$ cat src/rtl/audio_envelope.sv
// ADSR envelope shaper for the 1-bit tone stream.
// PWM-gates tone_in by the current envelope level.
module audio_envelope #(
  parameter int TICK_DIV      = 4096,
  parameter int ATTACK_STEP   = 8,
  parameter int DECAY_STEP    = 4,
  parameter int SUSTAIN_LEVEL = 160,
  parameter int RELEASE_STEP  = 2
) (
  input  logic       clk,
  input  logic       rst_n,
  input  logic       tone_in,
  input  logic       gate,
  output logic       audio_out,
  output logic [7:0] env_level,
  output logic [2:0] env_state
);

  typedef enum logic [2:0] {
    IDLE    = 3'd0,
    ATTACK  = 3'd1,
    DECAY   = 3'd2,
    SUSTAIN = 3'd3,
    RELEASE = 3'd4
  } env_t;

  localparam int PW = $clog2(TICK_DIV);
  localparam logic [PW-1:0] PMAX = PW'(TICK_DIV - 1);

  localparam logic [8:0] A9   = 9'(ATTACK_STEP);
  localparam logic [8:0] D9   = 9'(DECAY_STEP);
  localparam logic [8:0] S9   = 9'(SUSTAIN_LEVEL);
  localparam logic [8:0] R9   = 9'(RELEASE_STEP);
  localparam logic [8:0] MAX9 = 9'd255;

  env_t          state;
  logic [PW-1:0] pre;
  logic          tick;
  logic [7:0]    pwm_cnt;
  logic [8:0]    lvl9;
  logic [8:0]    att_sum;
  logic [8:0]    dec_diff;

  assign tick      = (pre == PMAX);
  assign lvl9      = {1'b0, env_level};
  assign att_sum   = lvl9 + A9;
  assign dec_diff  = lvl9 - D9;
  assign env_state = state;

  always_ff @(posedge clk or negedge rst_n) begin
    if (!rst_n) begin
      pre <= '0;
    end else if (tick) begin
      pre <= '0;
    end else begin
      pre <= pre + PW'(1);
    end
  end

  always_ff @(posedge clk or negedge rst_n) begin
    if (!rst_n) begin
      pwm_cnt   <= 8'd0;
      audio_out <= 1'b0;
    end else begin
      pwm_cnt   <= pwm_cnt + 8'd1;
      audio_out <= tone_in & (pwm_cnt < env_level);
    end
  end

  // Gate edges win over a coincident tick: state moves, level holds.
  always_ff @(posedge clk or negedge rst_n) begin
    if (!rst_n) begin
      state     <= IDLE;
      env_level <= 8'd0;
    end else begin
      unique case (state)
        IDLE: begin
          if (gate) state <= ATTACK;
        end
        ATTACK: begin
          if (!gate) begin
            state <= RELEASE;
          end else if (tick) begin
            if (att_sum >= MAX9) begin
              env_level <= 8'hff;
              state     <= DECAY;
            end else begin
              env_level <= att_sum[7:0];
            end
          end
        end
        DECAY: begin
          if (!gate) begin
            state <= RELEASE;
          end else if (tick) begin
            if ($signed(dec_diff) <= $signed(S9)) begin
              env_level <= S9[7:0];
              state     <= SUSTAIN;
            end else begin
              env_level <= dec_diff[7:0];
            end
          end
        end
        SUSTAIN: begin
          if (!gate) state <= RELEASE;
        end
        RELEASE: begin
          if (gate) begin
            state <= ATTACK;
          end else if (tick) begin
            if (lvl9 <= R9) begin
              env_level <= 8'd0;
              state     <= IDLE;
            end else begin
              env_level <= env_level - R9[7:0];
            end
          end
        end
        default: begin
          state     <= IDLE;
          env_level <= 8'd0;
        end
      endcase
    end
  end

endmodule

$ cat config.mk
export PLATFORM = sky130hd
export DESIGN_NAME = audio_envelope
export DESIGN_NICKNAME = d
export VERILOG_FILES = /design/src/rtl/audio_envelope.sv
export SDC_FILE = /design/constraint.sdc
export NUM_CORES = 1
export LEC_CHECK = 0
export ABC_AREA = 1
export CAP_MARGIN = 0
export CORE_MARGIN = 3
export CORE_UTILIZATION = 53
export CTS_CLUSTER_SIZE = 14
export DETAILED_ROUTE_END_ITERATION = 12
export PLACE_DENSITY = 0.74
export RECOVER_POWER = 50
export SLEW_MARGIN = 40
export SYNTH_ARGS = -nofsm -noshare
export SYNTH_HDL_FRONTEND = slang
export SYNTH_SLANG_ARGS = --single-unit
$ cat constraint.sdc
create_clock -name clk -period 1.9 [get_ports clk]
set_clock_uncertainty 0.2 [all_clocks]
set_input_delay 0.475 -clock clk [delete_from_list [all_inputs] [get_ports clk]]
set_output_delay 0.475 -clock clk [all_outputs]
set_load 0.03 [all_outputs]
==> reports/qor.csv, run 1 <==
metric;value;unit
run_status;complete, but fails checks;
violated_checks;negative setup slack;
num-fill-cells;298;
max_freq;0.507;GHz
grt_pass1_vias;2183;
final-setup-viol-count;10;
post-route-util;0.776;
total_routing_usage_gr;0.233;
hold_depth;1;
critPathMaxFanout;8;
worst_ep_required_time;1910;ps
mappedNetlistArea;0.00234;sq mm
synth_seq_cells;32;
cts_buffers;5;
rsz0062_at_grt;yes;
layout-area-overhead-vs-synth;36.6;%
final_hold_viol_count;0;
grt_start_max_net_pins;33;
dr_wl_met3;264;um
timing.hold.worst.class;reg2reg;
count_of_port_buffers_added_during_placement;15;
tightestPinTransition;838;ps
cts_num_sinks;32;
synth_fp_nets;325;
wl_met2;2.96;mm
router_iterations_before_antenna_repair;4;
cp_data_arrival_time;1980;ps
antenna_found_initial;0;
multi_input_area;0.00159;sq mm
final_wirelength;5.99;mm
detail_route.wirelength.met1;2.56;mm
core_area;0.00412;sq mm
fin_total_pwr;4.20;mW
finish.cell_count_without_fillers;412;
final_hpwl_dp;4.13;mm
seq_area;807;sq um
stdcell_area;0.00319;sq mm
detailed_place.area;0.00280;sq mm
placedCellCount;390;
max-clock-path-buffers;2;
power_leakage;1.64;nW
post_detailed_route_via_to_cell_ratio;5.32;
vias;2191;
timing.max_cap.violations;0;
criticalPathCategory;reg2reg;
drt_first_iter_violations;181;
cell_type_with_the_highest_aggregate_area_in_the_netlist;dfrtp_1;
vdd_ir_drop_max;0.682;mV
final.period_utilization;1.04;
relSlewSlack;0.441;
min_period;1970;ps
finalMaxSlewViolations;0;
clkSlewWorstSetupHoldPaths;70;ps
highest_layer;met4;
post-place-ws;-139;ps
power_density;1310;mW/mm^2
worstSetupStartpointType;flip-flop;
globalplace.congestion;0.933;
die_width;72.4;um
grt-ovfl-total;0;
die_area;0.00525;sq mm
insertedDiodeCount;0;
synth_sequential_area_ratio;0.342;
die_h;72.4;um
grt_pass1_wl;9.54;mm
start_util;0.568;
post_synth_main_area_contributors;dfrtp_1 34%, nand2_1 13%, ha_1 10%, inv_1 5.5%, nand3_1 4.9%;
drcViolationCount;0;
wl_per_cell;14.5;um
worst-r2r-cell-count;12;
syn_inst;302;
rows;23;
ios;16;
postLayoutSetupSlackWorst;-70.8;ps
yosysWarnings;0;
post_route_cells_drive_above_1_share;0.365;
post_synth_num_cell_types;35;
clock_h_tree_levels;2;
cts.hold.buffers_added;0;
synthesis.area_per_instance;7.74;sq um
fin_nets;384;
drtAntennaViolNets;0;
cts_root_buffer;clkbuf_8;
crit_path_end_kind;flip-flop;
tritoncts;built;
clkLatencyLatePin;280;ps
synth_top_area_share;0.342;
==> cells by family after synthesis <==
kind of cell,synth area share
simple gates,0.341
buf+inv,0.0776
flops,0.342
compound gates,0.0701
fa+ha+maj,0.102
xor+xnor,0.0674
==> area by class of cell <==
cell class,instances,area share
Multi-Input combinational cell,225,0.499
Sequential cell,32,0.253
Timing Repair Buffer,55,0.142
Inverter,42,0.0533
Clock buffer,6,0.0227
Tap cell,50,0.0196
Clock inverter,2,0.0110
==> power by group <==
group	switching, mW	internal (mW)	total [mW]
Sequential	0.115	0.766	0.881
Combinational	1.54	1.13	2.68
Clock	0.248	0.389	0.637
Total	1.91	2.29	4.20
==> layout by cell type, fill, tap and decap left out, drive strengths merged, types with 3 or more instances in the layout <==
cell type / instances
nand2: 85
inv: 41
buf: 40
dfrtp: 32
nor2: 31
nand3: 28
ha: 19
o21ai: 17
xor2: 12
dlygate4sd2: 9
clkbuf: 9
a21oi: 7
xnor2: 6
nand4: 5
nor3: 4
nor3b: 3
or2: 3
==> synthesized netlist by cell type <==
| cell | count |
|---|---|
| nand3b_1 | 1 |
| nand2_1 | 79 |
| o21ai_1 | 6 |
| nand2_4 | 3 |
| or2_0 | 1 |
| xor2_1 | 12 |
| buf_6 | 1 |
| nand3_4 | 1 |
| buf_4 | 1 |
| nand3_1 | 23 |
| ha_1 | 19 |
| or2_2 | 1 |
| xnor2_1 | 6 |
| nor3_2 | 3 |
| a21boi_1 | 1 |
| dfrtp_1 | 32 |
| buf_2 | 1 |
| nor2_2 | 5 |
| nand4_1 | 5 |
| o21ai_2 | 3 |
| o21ai_0 | 8 |
| nor3_1 | 1 |
| a31oi_1 | 1 |
| inv_2 | 8 |
| nand3_2 | 4 |
| a21boi_2 | 1 |
| nor2_1 | 23 |
| or2_1 | 1 |
| nor3b_1 | 3 |
| inv_1 | 34 |
| nor2_4 | 2 |
| nand2_2 | 3 |
| nor2_8 | 1 |
| a21oi_1 | 7 |
| o21a_1 | 1 |
==> repair_timing <==
action / in CTS / in global routing
pin swaps: 15 / 12
setup buffers: 3 / 11
endpoints found under the hold margin: 0 / 0
resized for setup: 28 / 44
endpoints found under the setup margin: 22 / 18
==> path summary, 6_finish.rpt <==
check	startpoint	endpoint	slack, ps
worst max register to register	env_level[3]$_DFFE_PN0P_	env_level[1]$_DFFE_PN0P_	-70
worst min-delay path	pwm_cnt[0]$_DFF_PN0_	pwm_cnt[0]$_DFF_PN0_	280
min in group asynchronous	rst_n	pwm_cnt[6]$_DFF_PN0_	620
max in group asynchronous	rst_n	env_level[2]$_DFFE_PN0P_	300
worst max-delay path	env_level[3]$_DFFE_PN0P_	env_level[1]$_DFFE_PN0P_	-70
worst min register to register	pwm_cnt[0]$_DFF_PN0_	pwm_cnt[0]$_DFF_PN0_	280
==> routing by layer <==
layer / up-vias / global-route usage
met5: - / 0
met1: 1027 / 0.285
met4: 0 / 0.119
met3: 22 / 0.0499
li1: 1084 / -
met2: 58 / 0.385
==> critical path, cell delays in order (launching register included) <==
cell and delay [ps]:
dfrtp_2 430, clkinv_4 130, ha_4 300, nand3_2 70, nand2_2 80, inv_2 50, nor2_4 100, nand3_4 110
nand3_4 120, nand2_4 80, nor2_4 110, nand2_1 60, o21ai_1 60
==> per-stage QoR <==
stage / TNS, ps / hold slack [ps]
after global placement: -670 / 262
after detailed placement: -1300 / 269
after floorplan: -258 / -20.6
final: -351 / 280
after CTS: -106 / 281
after global routing: -1610 / 303
==> sequential cells by signal, indices dropped and copies added, names as in the netlist <==
signal and count:
env_state 3, pwm_cnt 8, audio_out 1, env_level 8, pre 12
No activity file was read; power rests on OpenSTA's default activity.
==> run 2: changes to the inputs <==
--- a/config.mk
+++ b/config.mk
@@ -11,6 +11,7 @@
 export CORE_UTILIZATION = 53
 export CTS_CLUSTER_SIZE = 14
 export DETAILED_ROUTE_END_ITERATION = 12
+export HOLD_SLACK_MARGIN = 0.12
 export PLACE_DENSITY = 0.74
 export RECOVER_POWER = 50
 export SLEW_MARGIN = 40
==> results of run 2 <==
Same layout as run 1: the final DEF is identical, and so are final timing and power.
